### src/rtl/pulse_frontend.sv
// Per-channel pulse conditioning: polarity, synchroniser, glitch filter, edge select,
// hold-off timer, event strobe, sticky drop flag and an active-low LED stretcher.
module pulse_frontend #(
  parameter int NUM_INPUTS    = 8,
  parameter int SYNC_STAGES   = 2,
  parameter int FILTER_WIDTH  = 4,
  parameter int HOLDOFF_WIDTH = 8,
  parameter int LED_STRETCH   = 20
) (
  input  logic                     clki,
  input  logic                     rst,
  input  logic [NUM_INPUTS-1:0]    pulse_in,
  input  logic [NUM_INPUTS-1:0]    invert,
  input  logic [NUM_INPUTS-1:0]    enable,
  input  logic [1:0]               edge_mode,
  input  logic [FILTER_WIDTH-1:0]  min_width,
  input  logic [HOLDOFF_WIDTH-1:0] holdoff,
  input  logic                     clear_drops,
  output logic [NUM_INPUTS-1:0]    pulse_out,
  output logic [NUM_INPUTS-1:0]    level_out,
  output logic [NUM_INPUTS-1:0]    dropped,
  output logic [NUM_INPUTS-1:0]    activity_n
);

  typedef enum logic [1:0] {
    EDGE_RISE = 2'b00,
    EDGE_FALL = 2'b01,
    EDGE_BOTH = 2'b10,
    EDGE_NONE = 2'b11
  } edge_sel_e;

  localparam logic [FILTER_WIDTH-1:0]  GCNT_ONE = 1;
  localparam logic [HOLDOFF_WIDTH-1:0] HCNT_ONE = 1;
  localparam logic [LED_STRETCH-1:0]   LED_ONE  = 1;

  logic [NUM_INPUTS-1:0]    sync_q [SYNC_STAGES];
  logic [FILTER_WIDTH-1:0]  gcnt   [NUM_INPUTS];
  logic [HOLDOFF_WIDTH-1:0] hcnt   [NUM_INPUTS];
  logic [LED_STRETCH-1:0]   led_cnt[NUM_INPUTS];

  logic [NUM_INPUTS-1:0] s;
  logic [NUM_INPUTS-1:0] accept;
  logic [NUM_INPUTS-1:0] qualified;
  logic [NUM_INPUTS-1:0] fire;
  logic [NUM_INPUTS-1:0] suppress;

  assign s = sync_q[SYNC_STAGES-1];

  // The filter accepts a new level and the edge is qualified in the same cycle.
  always_comb begin
    // NOTE: every output of a combinational block gets a default first so no latch is inferred.
    accept    = '0;
    qualified = '0;
    fire      = '0;
    suppress  = '0;
    for (int ch = 0; ch < NUM_INPUTS; ch++) begin
      accept[ch] = (s[ch] != level_out[ch]) && (gcnt[ch] == min_width);
      case (edge_sel_e'(edge_mode))
        EDGE_RISE: qualified[ch] = accept[ch] & s[ch];
        EDGE_FALL: qualified[ch] = accept[ch] & ~s[ch];
        EDGE_BOTH: qualified[ch] = accept[ch];
        default:   qualified[ch] = 1'b0;
      endcase
      fire[ch]     = qualified[ch] & enable[ch] & (hcnt[ch] == '0);
      suppress[ch] = qualified[ch] & enable[ch] & (hcnt[ch] != '0);
    end
  end

  always_comb begin
    activity_n = '1;
    for (int ch = 0; ch < NUM_INPUTS; ch++) begin
      activity_n[ch] = (led_cnt[ch] == '0);
    end
  end

  always_ff @(posedge clki or posedge rst) begin
    if (rst) begin
      // NOTE: the per-channel counter arrays are plain flops, not RAM, so they are reset like any other state.
      for (int i = 0; i < SYNC_STAGES; i++) begin
        sync_q[i] <= '0;
      end
      for (int ch = 0; ch < NUM_INPUTS; ch++) begin
        gcnt[ch]    <= '0;
        hcnt[ch]    <= '0;
        led_cnt[ch] <= '0;
      end
      pulse_out <= '0;
      level_out <= '0;
      dropped   <= '0;
    end else begin
      // NOTE: non-blocking assignments so every stage samples the pre-edge value of its predecessor.
      sync_q[0] <= pulse_in ^ invert;
      for (int i = 1; i < SYNC_STAGES; i++) begin
        sync_q[i] <= sync_q[i-1];
      end
      pulse_out <= fire;

      for (int ch = 0; ch < NUM_INPUTS; ch++) begin
        if (s[ch] == level_out[ch]) begin
          gcnt[ch] <= '0;
        end else if (accept[ch]) begin
          level_out[ch] <= s[ch];
          gcnt[ch]      <= '0;
        end else if (gcnt[ch] != '1) begin
          gcnt[ch] <= gcnt[ch] + GCNT_ONE;
        end

        // A suppressed edge leaves the running dead-time untouched.
        if (fire[ch]) begin
          hcnt[ch] <= holdoff;
        end else if (hcnt[ch] != '0) begin
          hcnt[ch] <= hcnt[ch] - HCNT_ONE;
        end

        if (suppress[ch]) begin
          dropped[ch] <= 1'b1;
        end else if (clear_drops) begin
          dropped[ch] <= 1'b0;
        end

        if (fire[ch]) begin
          led_cnt[ch] <= '1;
        end else if (led_cnt[ch] != '0) begin
          led_cnt[ch] <= led_cnt[ch] - LED_ONE;
        end
      end
    end
  end

endmodule

### config.mk
export PLATFORM = sky130hd
export DESIGN_NAME = pulse_frontend
export DESIGN_NICKNAME = d
export VERILOG_FILES = /design/src/rtl/pulse_frontend.sv
export SDC_FILE = /design/constraint.sdc
export NUM_CORES = 1
export LEC_CHECK = 0
export CAP_MARGIN = 20
export CORE_ASPECT_RATIO = 0.6
export CORE_MARGIN = 2
export CORE_UTILIZATION = 28
export DETAILED_ROUTE_END_ITERATION = 6
export SLEW_MARGIN = 20
export SYNTH_ARGS = -nofsm -noshare
export SYNTH_HDL_FRONTEND = slang
export SYNTH_SLANG_ARGS = --single-unit
export TNS_END_PERCENT = 10
### constraint.sdc
create_clock -name clki -period 13 [get_ports clki]
set_clock_uncertainty 0.15 [all_clocks]
set_input_delay 3.25 -clock clki [delete_from_list [all_inputs] [get_ports clki]]
set_output_delay 3.25 -clock clki [all_outputs]
set_load 0.005 [all_outputs]
==> metrics.md <==
| Metric | Value |
|---|---|
| Die Ht | `186 um` |
| Global placer's final weighted congestion | `0.809` |
| Post-synth net total | `1664` |
| Grt total ovfl | `0` |
| EDFF count, synth | `0` |
| Critical path startpoint category | `input port` |
| WP data arrival | `7050 ps` |
| Post-layout nets | `1727` |
| Slew Limit Fails | `0` |
| Multi-input logic area | `7570 um^2` |
| CP endpoint kind | `flip-flop` |
| Die area | `56900 um^2` |
| RR Startpoint | `hcnt[27]` |
| Period minus WS final | `6730 ps` |
| Port Buf Inserts | `72` |
| First-pass GRT wire length | `60800 um` |
| Critical register-to-register path endpoint | `hcnt[29]` |
| Vias in the first global route | `11300` |
| Avg Inst Size Synth | `9.66 um^2` |
| Antenna Nets Post-Route | `0` |
| Initial antenna violation count | `0` |
| Drt wl/cell | `15.5 um` |
| Vias per cell | `5.00` |
| Hold path endpoint | `s[0]` |
| #FFs+latches synth | `296` |
| Ys flop type | `dfrtp_1` |
| Sequential share of the synthesized area | `48.2%` |
| Antenna Cells | `0` |
| Area share of the largest cell type after synthesis | `48.2%` |
| CTS Buf Count | `28` |
| Area contributors post-synth | `dfrtp_1 48%, xnor2_1 6.9%, nand2_1 4.4%` |
| Peak Freq | `0.149 GHz` |
| Synth area leader | `dfrtp_1` |
| Site Rows | `66` |
| Final Setup Violations | `0` |
| Area growth syn-to-layout | `15.1%` |
| Max Cap Viol | `0` |
| CTS Sinks | `296` |
| Worst EP required | `13320 ps` |
| Starting Density | `28.3%` |
| Lkg Pwr | `6.40 nW` |
| CTS tree | `built` |
| Die width | `307 um` |
| Min-delay src | `sync_q[8]` |
| Quantity of hold-fixing buffers added after cts | `0` |
| Worst-path clk slew | `60 ps` |
| Pwr/cell area | `116 nW/um^2` |
| Hold Path Depth | `0` |
| Longest Clk Path Bufs | `3` |
| Dpl hpwl | `26100 um` |
| Synth warnings | `0` |
| Final wirelength | `37000 um` |
| Drc violations | `0` |
| CP Class | `in -> reg` |
| Total Power | `0.00205 W` |
| Fill count | `5461` |
| Max_slew headroom | `25.8%` |
| GRT Util Overall | `13.0%` |
| Pin count of the biggest net entering global routing | `169` |
| Syn Inst Count | `1591` |
| Via count | `11900` |
| Slew @ Worst Pin | `1110 ps` |
| Crit share post-route | `51.8%` |
| Ys async rst share | `100%` |
| Worst-path maximum fanout | `21` |
| Layout cells sized above 1 | `5.27%` |
| TNS Setup | `0 ps` |
| I/O pin count | `73` |
| 1st-iter DRT viols | `777` |
| RSZ-0062 raised after global routing | `no` |
| Max IR drop VDD | `0.0997 mV` |
| Hold WC Path Type | `reg -> reg` |
| R2R depth | `4` |
| Register area | `7410 um^2` |
| Final Hold Viols | `0` |
| Core ar. | `54300 um^2` |
| FF-to-FF setup slack | `10040 ps` |
| Final Util | `32.6%` |
| TritonRoute pass-1 iters | `5` |
| Clock latency on the worst-skew pair | `560 ps` |
| Post-synthesis cell area | `15400 um^2` |
| Status | `finished clean` |
| Unique masters post-synth | `68` |
| Post_cts resized | `0` |
| Clock H-tree levels | `1` |
| Post-CTS setup repair buffer count | `0` |
| Root Buffer | `clkbuf_16` |
[worst max-delay path, stage by stage]
cell and delay, ps:
clkdlybuf4s50_1 790, xor2_1 920, a32oi_1 290, nor2_1 450
nand3_1 690, inv_1 380, a221oi_1 120, a21oi_1 160
[power by group]
group          total [W]  internal [W]  switching, W
Sequential       0.00103      0.000967     0.0000615
Combinational   0.000237      0.000112      0.000125
Clock           0.000781      0.000432      0.000350
Total            0.00205       0.00151      0.000536
[cell usage after synthesis, types with 4 or more instances]
cell type	count
and2_0	4
o41ai_1	4
nor3_1	83
nor4_1	46
a32oi_1	7
a221o_1	5
nand3_1	66
xnor2_1	122
and2_1	6
mux2_2	9
o211ai_1	14
xor2_1	41
o21ai_0	57
or3_1	39
nor2_1	120
a211oi_1	10
or4_1	27
ha_1	32
nor4b_1	11
nand2_1	179
nand3b_1	8
or2_2	11
nor4_2	5
a31oi_1	10
a221oi_1	10
and3_1	10
buf_2	16
a21oi_1	57
nand2b_1	27
nor2b_1	31
o31ai_1	15
mux2i_1	23
dfrtp_1	296
o22ai_1	11
nor3b_1	16
a211o_1	5
clkbuf_1	26
a2111oi_0	4
nand4_1	15
a22o_1	8
inv_1	58
[metal layers]
layer | up-vias | track usage (%) | share of wire (%)
met3 | 43 | 2.12 | 4.2
met4 | 0 | 2.94 | 2.0
met2 | 243 | 19.5 | 43
met1 | 5822 | 19.6 | 51
met5 | - | 0 | 0
li1 | 5814 | - | -
[worst max-delay path by stage]
stage                          endpoint         start  slack (ps)
final                          hcnt[58]  edge_mode[0]        6270
after global routing           hcnt[58]  edge_mode[0]        5980
after CTS                 activity_n[1]  led_cnt[120]        6140
after detailed placement       hcnt[58]  edge_mode[0]        5690
after global placement         hcnt[58]  edge_mode[0]        5820
after floorplan              dropped[0]           rst        1420
[logic make-up (layout without fill, tap and decap cells)]
| family | Yosys count | after routing | synth area share, % |
|---|---|---|---|
| buffers and inverters | 102 | 180 | 2.62 |
| AND/OR/NAND/NOR | 731 | 731 | 25.2 |
| adder cells (fa/ha/maj) | 32 | 32 | 2.60 |
| multiplexers | 32 | 32 | 2.16 |
| flip-flops | 296 | 296 | 48.2 |
| AO/OA/AOI/OAI | 235 | 235 | 9.96 |
| XOR/XNOR | 163 | 163 | 9.28 |
[through the flow]
stage / cell area [um^2] / hold slack, ps / std cells / setup WS, ps
2_1_floorplan: 15400 / 181 / 1591 / 1420
3_3_place_gp: 16900 / 188 / 2338 / 5820
3_5_place_dp: 16900 / 188 / 2338 / 5690
4_1_cts: 17700 / 204 / 2383 / 6140
5_1_grt: 17700 / 210 / 2383 / 5980
6_report: 17700 / 199 / 2383 / 6270
[placed cells by master, fill, tap and decap left out, drive strengths merged, types with 30 or more instances in the layout]
| cell type | netlist | routed |
|---|---|---|
| clkdlybuf4s50 | 0 | 72 |
| nand2 | 180 | 180 |
| clkbuf | 26 | 41 |
| o21ai | 58 | 58 |
| nand3 | 66 | 66 |
| xnor2 | 122 | 122 |
| nor3 | 84 | 84 |
| ha | 32 | 32 |
| a21oi | 57 | 57 |
| or4 | 30 | 30 |
| or3 | 39 | 39 |
| nor2 | 122 | 122 |
| nor2b | 31 | 31 |
| nor4 | 53 | 53 |
| inv | 58 | 58 |
| dfrtp | 296 | 296 |
| xor2 | 41 | 41 |
[area by class of cell]
cell class	count	share of cell area (%)
clock buffers	41	4.64
clock inverters	4	0.113
inverters	59	1.29
multi-input cells	1193	42.7
flip-flops and latches	296	41.8
well taps	714	5.05
repair buffers	76	4.31
[state kept, by name, indices dropped and copies added, names as in the netlist]
register / cells
pulse_out: 8
dropped: 8
sync_q: 8
hcnt: 64
gcnt: 32
level_out: 8
led_cnt: 160
s: 8
Power figures use the tool's default switching activity.
